<file path="src/rtl/countdown_timer.sv">
// countdown_timer: loadable tick down-counter with one-shot/auto-reload expiry pulse.
module countdown_timer #(
    parameter int DW = 8
) (
    input  logic          clk,
    input  logic          rst,
    input  logic          en,
    input  logic          start,
    input  logic          abort,
    input  logic          auto_reload,
    input  logic [DW-1:0] load_value,
    output logic [DW-1:0] count,
    output logic          busy,
    output logic          expired
);
    typedef enum logic {IDLE, RUN} state_t;
    state_t state_q, state_d;
    logic [DW-1:0] count_d, reload_q, reload_d;
    logic expired_d;
    always_comb begin
        state_d   = state_q;
        count_d   = count;
        reload_d  = reload_q;
        expired_d = 1'b0;
        if (abort) begin
            state_d = IDLE;
            count_d = '0;
        end else if (start) begin
            // a zero load is a zero-length timer: expire at once, never enter RUN
            state_d   = (load_value != '0) ? RUN : IDLE;
            count_d   = load_value;
            reload_d  = (load_value != '0) ? load_value : reload_q;
            expired_d = (load_value == '0);
        end else if (state_q == RUN && en) begin
            if (count == DW'(1)) begin
                expired_d = 1'b1;
                state_d   = auto_reload ? RUN : IDLE;
                count_d   = auto_reload ? reload_q : '0;
            end else begin
                count_d = count - DW'(1);
            end
        end
    end
    always_ff @(posedge clk) begin
        if (rst) begin
            state_q  <= IDLE;
            count    <= '0;
            reload_q <= '0;
            expired  <= 1'b0;
        end else begin
            state_q  <= state_d;
            count    <= count_d;
            reload_q <= reload_d;
            expired  <= expired_d;
        end
    end
    assign busy = (state_q == RUN);
endmodule
</file>
<file path="config.mk">
export PLATFORM = sky130hd
export DESIGN_NAME = countdown_timer
export DESIGN_NICKNAME = d
export VERILOG_FILES = /design/src/rtl/countdown_timer.sv
export SDC_FILE = /design/constraint.sdc
export NUM_CORES = 1
export LEC_CHECK = 0
export ABC_AREA = 1
export BUFFER_PORTS_ARGS = -buffer_cell sky130_fd_sc_hd__clkbuf_2
export CORE_MARGIN = 4
export CORE_UTILIZATION = 50
export DETAILED_ROUTE_END_ITERATION = 10
export PLACE_DENSITY = 0.74
export SLEW_MARGIN = 5
export SYNTH_ARGS = -nofsm -noshare
export SYNTH_HDL_FRONTEND = slang
export SYNTH_SLANG_ARGS = --single-unit
</file>
<file path="constraint.sdc">
create_clock -name clk -period 1.7 [get_ports clk]
set_input_delay 0.17 -clock clk [delete_from_list [all_inputs] [get_ports clk]]
set_output_delay 0.17 -clock clk [all_outputs]
set_load 0.05 [all_outputs]
</file>
Word level (Yosys, flattened, before mapping)
Index checks and enable logic that the tools add are counted.
- bits in registers: 18
- input bits: 14
- output and inout bits: 10
- word-level logic and storage cells: 27
- add/subtract/negate cells: 1
- equal/unequal tests: 1
- mux-type cells: 12
- bitwise logic cells: 1
- reduce and logical (&&, ||, !) cells: 8
- operators with widths (kind ; number):
    8-bit 2-to-1 mux ; 4
    8-bit by 1-bit equality test with 1-bit output, second input constant ; 1
    8-bit logical NOT ; 1
    1-bit 2-to-1 mux ; 8
    8-bit nonzero test ; 1
    8-bit by 1-bit subtractor with 8-bit output, second input constant ; 1
    2-bit nonzero test ; 2
    3-bit AND reduction ; 1
    2-bit AND reduction ; 1
    2-bit OR reduction ; 1
    1-bit logical AND ; 1
    1-bit inverter ; 1

Depth between registers and ports, before layout
Gate-level depths: netlist of run 1.
- depth after elaboration: 4
- gate-level depth with buffers: 10
- gate-level depth less buffers: 10

Least setup slack after synthesis of run 1
No wires, ideal clock.
- path type: register -> register
- start point: reg count[0]
- end point: reg count[2]
- arrival: 1.591 ns
- path slack: 0.039 ns
- stages on the path, launching flop included: 7
- buffers on the path: 0
- period minus slack after synthesis: 1.661 ns
- cells stage by stage: dfxtp_1 inv_1 ha_1 or2_0 a21oi_1 o21ai_1 a21oi_1
- cells in the longest elaborated chain, start to end: 4
- elaborated cells between the ends (all ways): 5
- those cells by class: 1 x add/sub; 1 x eq/ne; 3 x mux
- RTL lines (item ; line ; RTL):
    start, declared ; 12 ; output logic [DW-1:0] count,
    start signal, assigned ; 52 ; count <= count_d;
    8-bit by 1-bit subtractor with 8-bit output / 8-bit by 1-bit equality test with 1-bit output (equally long branches) ; 40, 35 ;
    8-bit 2-to-1 mux (*) ; 35 ; if (count == DW'(1)) begin
    8-bit 2-to-1 mux (*) ; 34 ; end else if (state_q == RUN && en) begin
    8-bit 2-to-1 mux (*) ; 28 ; end else if (start) begin
Every way passes the cells marked *; elsewhere a longest branch is shown, timed or not. The select of a mux whose other input is x is not followed.
A chain may end at the register's enable or synchronous reset.

Final worst setup path of run 1
- start point: reg count[1]
- end point: reg count[7]
The elaborated chain is that of the path after synthesis.

==> results.md, run 1 <==
* P_sw at 0.0003335 W
* Post-CTS Hold Buffers at 0
* Switching portion of total power at 33.61%
* 1st-iter DRT viols at 33
* Starting Density at 54.39%
* Grt ovf at 0
* Via density at 5.198
* Max_slew headroom at 72.99%
* First-pass DRT Iterations at 4
* Cell total after placement at 223
* Worst slew pin tran at 0.4038 ns
* Seq. cell area at 360.3 sq um
* Setup ws final at 0.2369 ns
* P_int at 0.0006588 W
* Part of the power in registers at 47.0%
* Post-layout util at 62.50%
* Die H at 54.90 microns
* CTS root buf: clkbuf_4
* Mapped Nets at 192
* Main synth FF type: dfxtp_1
* Synth cell count leaders: 38 x nand2_1, 32 x nor2_1, 18 x dfxtp_1
* Status: completed
* F_max at 683.5 MHz
* Max FO, Critical Path at 8
* CP Cell Sequence: inv_1 > ha_1 > nand2_1 > nor2_1 > nand2_2 > nor2_1 > nor2_1 > nand2_1 > nand2_1 > a21oi_1
* Period utilization at 86.06%
* Hold Crit Class: in -> reg
* Multi-input logic area at 626.9 sq um
* Worst vdd rail ir drop at 0.5039 mV
* N_diodes at 0
* Total Die Area at 0.003014 sq mm
* Postcts setup bufs at 0
* CP Class: reg -> reg
* H-tree depth at 1
* Synth area leaders: dfxtp_1 33%, nand2_1 13%, nor2_1 11%
* Post-layout min period at 1.463 ns
* Num CTS Buffers at 3
* Fin cells at 227
* Buffers added on ports at 23
* Comb power frac at 26.2%
* Endpoint required time on the critical path at 1.94 ns
* CTS tree: built
* Final setup vio count at 0
* Final WL at 2681 microns
* Vias at 1,180
* CP max stage cell: dfxtp_1
* Slowest cell delay on critical path at 0.34 ns
* Clock Sinks at 18
* Slew Viols, Final at 0
* GP Congestion at 0.8059
* DRC errors left at 0
* RSZ-0062 raised after global routing: false
* Fillcell total at 210
* First-pass GRT wire length at 4623 microns
* Hold Crit Depth at 3
* DP HPWL at 2096 microns
* Crit start category: flip-flop
* Clock Path Buffers at 2
* Register area share after synthesis at 32.76%
* Leak at 0.6389 nW
* Number of global-route vias before repair at 1,090
* Synthesis Warnings at 0
* Post-Syn Instances at 176
* Clock share of power at 26.8%
* Ys async rst share at 0%
* Core footprint at 0.002022 sq mm
* Die X at 54.90 microns
* Synth Cell Area at 0.001100 sq mm
* Post-synth cell types at 22
* Initial antenna violation count at 0
* Layout cells sized above 1 at 21.50%
* PnR Total Power at 0.0009922 W
* Fin Setup TNS at 0 ns
* Area delta synth->final at 14.90%
* Maxcap violations at 0
* Layout net count at 217
* Crit path capture type: flip-flop
* PD cells at 785.2 mW/mm^2
* Post-DRT Antenna Nets at 0
* Gr usage total at 20.80%
* R2R setup slack at 0.24 ns
* Largest net degree at the start of global routing at 12
* Most frequent cell after synthesis: nand2_1
* Synth Register Bits at 18
* Final hold violations at 0
* Worst Reg-to-Reg Cells at 10
* PostCTS Resize Cnt at 0
* Biggest area consumer among synthesized cells: dfxtp_1
* Avg Inst Size Synth at 6.249 sq um
* WP data arrival at 1.70 ns
* Clk_lat worst skew at 0.29 ns
* Average wire per standard cell at 11.81 microns
* I/O pins at 24
* # rows at 16
* Clock transition at the registers of the reported paths at 0.10 ns
* Post-synth top area share at 32.76%
* Worst Skew at 0.001905 ns
* Post-synth EDFFs at 0
* Setup WS pre-CTS at 0.2631 ns
stage by stage:
step	instance area, sq um	hold WS (ns)
final	1264	0.1368
after global routing	1264	0.1547
after CTS	1264	0.1273
after detailed placement	1227	0.4389
after global placement	1227	0.4376
after floorplan	1100	0.3049
sequential cells by signal (all words and copies together), names as in the netlist:
signal    cells
count         8
reload_q      8
expired       1
busy          1
power by group through the flow:
stage,combinational [W],sequential [W],clock (W)
3_5_place_dp,0.000259,0.000476,0
2_1_floorplan,0.000157,0.000510,0
4_1_cts,0.000260,0.000466,0.000276
6_report,0.000260,0.000466,0.000266
5_1_grt,0.000295,0.000469,0.000288
3_3_place_gp,0.000256,0.000474,0
final timing paths:
check | startpoint | endpoint
worst min-delay path | load_value[1] | reload_q[1]
worst max register to register | count[1] | count[7]
worst min register to register | count[7] | count[7]
worst max-delay path | count[1] | count[7]
area by class of cell:
type                       instances  area share [%]
clock buffer                       4           2.871
inverter                          23           7.228
multi-input combinational        132           49.60
sequential                        18           28.51
tap                               27           2.673
timing repair buffer              23           9.109
cell families (layout without fill, tap and decap cells):
kind of cell / after synthesis / in the layout / share of synthesized area, %
AO/OA/AOI/OAI: 30 / 30 / 14.22
adder cells (fa/ha/maj): 2 / 2 / 2.275
buffers and inverters: 26 / 50 / 10.24
flip-flops: 18 / 18 / 32.76
AND/OR/NAND/NOR: 100 / 100 / 40.50
layer usage:
layer / global-route usage (%) / part of all wire, % / wire [microns] / vias up
li1: - / - / - / 614
met1: 27.47 / 48 / 1298 / 523
met2: 34.65 / 45 / 1200 / 36
met3: 2.681 / 4.7 / 126 / 7
met4: 7.287 / 2.1 / 55 / 0
met5: 0 / 0 / 0 / -
placed cells by master, fill, tap and decap left out, drive strengths merged:
| cell type | n |
|---|---|
| nand2 | 40 |
| nor2 | 36 |
| clkbuf | 27 |
| inv | 23 |
| o21ai | 20 |
| dfxtp | 18 |
| nand3 | 17 |
| a21oi | 9 |
| nor3 | 4 |
| nand4 | 2 |
| ha | 2 |
| or2 | 1 |
| o21bai | 1 |
worst max-delay path, delay by kind of cell (launching register included):
| kind | cells | cell delay (ns) |
|---|---|---|
| AOI/OAI and AO/OA | 1 | 0.11 |
| DFF | 1 | 0.34 |
| and+or+nand+nor | 7 | 0.65 |
| buffers and inverters | 1 | 0.12 |
| adders and majority gates | 1 | 0.18 |
No activity file was read; power rests on OpenSTA's default activity.
==> run 2: changes to the inputs <==
--- a/config.mk
+++ b/config.mk
@@ -5,12 +5,11 @@
 export SDC_FILE = /design/constraint.sdc
 export NUM_CORES = 1
 export LEC_CHECK = 0
-export ABC_AREA = 1
 export BUFFER_PORTS_ARGS = -buffer_cell sky130_fd_sc_hd__clkbuf_2
 export CORE_MARGIN = 4
 export CORE_UTILIZATION = 50
 export DETAILED_ROUTE_END_ITERATION = 10
-export PLACE_DENSITY = 0.74
+export PLACE_DENSITY = 0.76
 export SLEW_MARGIN = 5
 export SYNTH_ARGS = -nofsm -noshare
 export SYNTH_HDL_FRONTEND = slang
==> results.md, run 2 <==
* Leak at 0.5088 nW (-20%)
* Crit path capture type: flip-flop
* Worst slew pin tran at 0.5006 ns (+0.09678 ns)
* Final hold slack at 0.08925 ns (-0.04756 ns)
* Post-Syn Instances at 113 (-36%)
* Layout net count at 156 (-28%)
* Largest regs: count x8, reload_q x8
* Number of global-route vias before repair at 873 (-20%)
* CP max stage cell: dfxtp_2
* F_max at 637.2 MHz (-6.8%)
* Mapped Nets at 129 (-33%)
* Max_slew headroom at 66.52% (-6.5 points)
* # rows at 15 (-1)
* Die H at 52.15 microns (-5.0%)
* Min-Delay Startpoint: abort
* Synth cell count leaders: 18 x dfxtp_1, 15 x nor2_1, 8 x a21oi_1, 8 x mux2i_1, 6 x nand2_1
* Post-layout min period at 1.569 ns (+0.1063 ns)
* Slew Viols, Final at 0 (unchanged)
* Max FO, Critical Path at 6 (-2)
* Crit start category: flip-flop
* Post-synth top area share at 36.97% (+4.2 points)
* Fillcell total at 169 (-20%)
* Area delta synth->final at 19.77%
* Clock Sinks at 18 (unchanged)
* Ys async rst share at 0% (unchanged)
* Layout cells sized above 1 at 28.06% (+6.6 points)
* Hold Crit Class: in -> reg
* Maxcap violations at 0 (unchanged)
* Cell Area, Placed at 0.001126 sq mm (-8.3%)
* Most frequent cells in the layout: 23 x clkbuf_2, 16 x dfxtp_1, 15 x nor2_1
* Avg Inst Size Synth at 8.626 sq um (+38%)
* Synth Register Bits at 18 (unchanged)
* Via density at 5.841 (+12%)
* Post-DRT Antenna Nets at 0 (unchanged)
* Most frequent cell after synthesis: dfxtp_1
* H-tree depth at 1 (unchanged)
* PD cells at 792.3 mW/mm^2 (+0.91%)
* Worst Skew at 0.009841 ns (+0.007936 ns)
* WP data arrival at 1.78 ns (+0.08 ns)
* Core footprint at 0.001783 sq mm (-12%)
* Total Die Area at 0.002720 sq mm (-9.8%)
* Post-synth EDFFs at 0 (unchanged)
* Worst Reg-to-Reg Cells at 7 (-3)
* Die X at 52.15 microns (-5.0%)
* Main synth FF type: dfxtp_1
* CP delay by family, top: compound AO/OA/AOI/OAI gates
* Fin Setup TNS at 0 ns (unchanged)
* P_int at 0.0006441 W (-2.2%)
* CP Class: reg -> reg
* Status: completed
* Post-synth cell types at 38 (+73%)
* Worst vdd rail ir drop at 0.7484 mV (+49%)
* CTS root buf: clkbuf_4
* Post-layout util at 65.47% (+3.0 points)
* Postcts setup bufs at 0 (unchanged)
* DP HPWL at 1873 microns (-11%)
* CTS tree: built
* Buffers added on ports at 23 (unchanged)
* Reg2Reg Launch Point: count[1]
* Clk_lat worst skew at 0.30 ns (about the same)
* Period utilization at 92.32% (+6.3 points)
* Register area share after synthesis at 36.97% (+4.2 points)
* 1st-iter DRT viols at 33 (unchanged)
* Final setup vio count at 0 (unchanged)
* DRC errors left at 0 (unchanged)
* R2R setup slack at 0.13 ns (-0.11 ns)
* Post-CTS Hold Buffers at 0 (unchanged)
* WP buf/inv at 1 (unchanged)
* Initial antenna violation count at 0 (unchanged)
* N_diodes at 0 (unchanged)
* Final WL at 2469 microns (-7.9%)
* Hold path endpoint: expired
* Synth Cell Area at 974.7 sq um (-11%)
* Gr usage total at 20.16% (-0.64 points)
* Switching portion of total power at 30.36% (-3.2 points)
* Commonest non-fill, non-tap cell in the layout: clkbuf_2
* I/O pins at 24 (unchanged)
* RSZ-0062 raised after global routing: false
* Starting Density at 54.67% (+0.27 points)
* Finished Cell Area at 0.001167 sq mm (-7.6%)
* Average wire per standard cell at 15.05 microns (+27%)
* Endpoint required time on the critical path at 1.91 ns (-0.03 ns)
* Clock transition at the registers of the reported paths at 0.11 ns (about the same)
* Vias at 958 (-19%)
* Biggest area consumer among synthesized cells: dfxtp_1
* Grt ovf at 0 (unchanged)
* Clock Path Buffers at 2 (unchanged)
* Hold Crit Depth at 2 (-1)
* Synthesis Warnings at 0 (unchanged)
* First-pass GRT wire length at 3974 microns (-14%)
* GP Congestion at 0.8858 (+9.9%)
* Comb power frac at 20.8% (-5.4 points)
* Reg-to-Reg End: count[3]
* Num CTS Buffers at 3 (unchanged)
* Synth area leaders: dfxtp_1 37%, mux2i_1 8.2%, nor2_1 5.8%
* Clock share of power at 29.5% (+2.7 points)
* P_sw at 0.0002808 W (-16%)
* Slowest cell delay on critical path at 0.36 ns (+0.02 ns)
* Final hold violations at 0 (unchanged)
* Largest net degree at the start of global routing at 12 (unchanged)
* Part of the power in registers at 49.7% (+2.7 points)
* CP Cell Sequence: inv_1 > ha_1 > nor2b_2 > and3_2 > a31oi_1 > o21ai_1 > a32o_1
* First-pass DRT Iterations at 4 (unchanged)
==> run 2: cell types whose count changed after synthesis, moves of 5 or more <==
| cell | previous run | this run |
|---|---|---|
| nand2_1 | 38 | 6 |
| nor2_1 | 32 | 15 |
| nand3_1 | 17 | 3 |
| inv_1 | 15 | 2 |
| o21ai_1 | 14 | 5 |
| mux2i_1 | 0 | 8 |
| inv_2 | 6 | 1 |
| o21ai_0 | 6 | 1 |
==> run 2: per-stage QoR <==
| step | setup WS [ns] | cells | power (W) |
|---|---|---|---|
| finish | 0.1306 | 164 | 0.0009249 |
| global route | 0.03521 | 164 | 0.0009707 |
| CTS | 0.1034 | 164 | 0.0009294 |
| detailed placement | 0.1249 | 160 | 0.0006579 |
| global placement | 0.1575 | 160 | 0.0006559 |
| floorplan | 0.001943 | 113 | 0.0006017 |
==> run 2: cells by family (layout without fill, tap and decap cells) <==
| family | Yosys count | count (layout) | synth area share [%] |
|---|---|---|---|
| AO/OA/AOI/OAI | 31 | 31 | 21.82 |
| flip-flops | 18 | 18 | 36.97 |
| buffers and inverters | 7 | 33 | 3.209 |
| multiplexers | 8 | 8 | 8.216 |
| AND/OR/NAND/NOR | 43 | 43 | 23.62 |
| adder cells (fa/ha/maj) | 2 | 2 | 2.567 |
| XOR/XNOR | 4 | 4 | 3.595 |
==> run 2: what timing repair did <==
| action | 4_1_cts | 5_1_grt |
|---|---|---|
| endpoints found under the hold margin | 0 | 0 |
| endpoints found under the setup margin | 0 | 6 |
| gates resized for setup | 0 | 3 |
==> run 2: power groups by stage <==
stage / Combinational, W / Clock [W] / Sequential, W
finish: 0.000193 / 0.000273 / 0.000460
global route: 0.000211 / 0.000297 / 0.000463
CTS: 0.000190 / 0.000280 / 0.000459
detailed placement: 0.000189 / 0 / 0.000469
global placement: 0.000188 / 0 / 0.000468
floorplan: 0.000104 / 0 / 0.000498
==> run 2: layer usage <==
| layer | up-vias | part of all wire, % | global-route usage, % |
|---|---|---|---|
| met5 | - | 0 | 0 |
| li1 | 471 | - | - |
| met1 | 446 | 43 | 26.76 |
| met4 | 0 | 1.7 | 8.936 |
| met3 | 4 | 8.3 | 5.444 |
| met2 | 37 | 47 | 30.33 |
==> run 2: layout make-up <==
class / count / area (sq um) / area share, %
multi-input combinational: 88 / 588.1 / 50.38
sequential: 18 / 362.8 / 31.08
timing repair buffer: 26 / 137.6 / 11.79
clock buffer: 4 / 36.28 / 3.108
tap: 25 / 31.28 / 2.680
inverter: 3 / 11.26 / 0.9646
==> run 2: worst max-delay path by stage <==
| stage | startpoint | to | slack (ns) | depth (start not counted) |
|---|---|---|---|---|
| after floorplan | busy | busy | 0.002 | 6 |
| after global placement | count[1] | count[3] | 0.16 | 7 |
| after detailed placement | count[1] | count[2] | 0.12 | 7 |
| after CTS | count[1] | count[0] | 0.10 | 7 |
| after global routing | count[1] | count[3] | 0.04 | 7 |
| final | count[1] | count[3] | 0.13 | 7 |
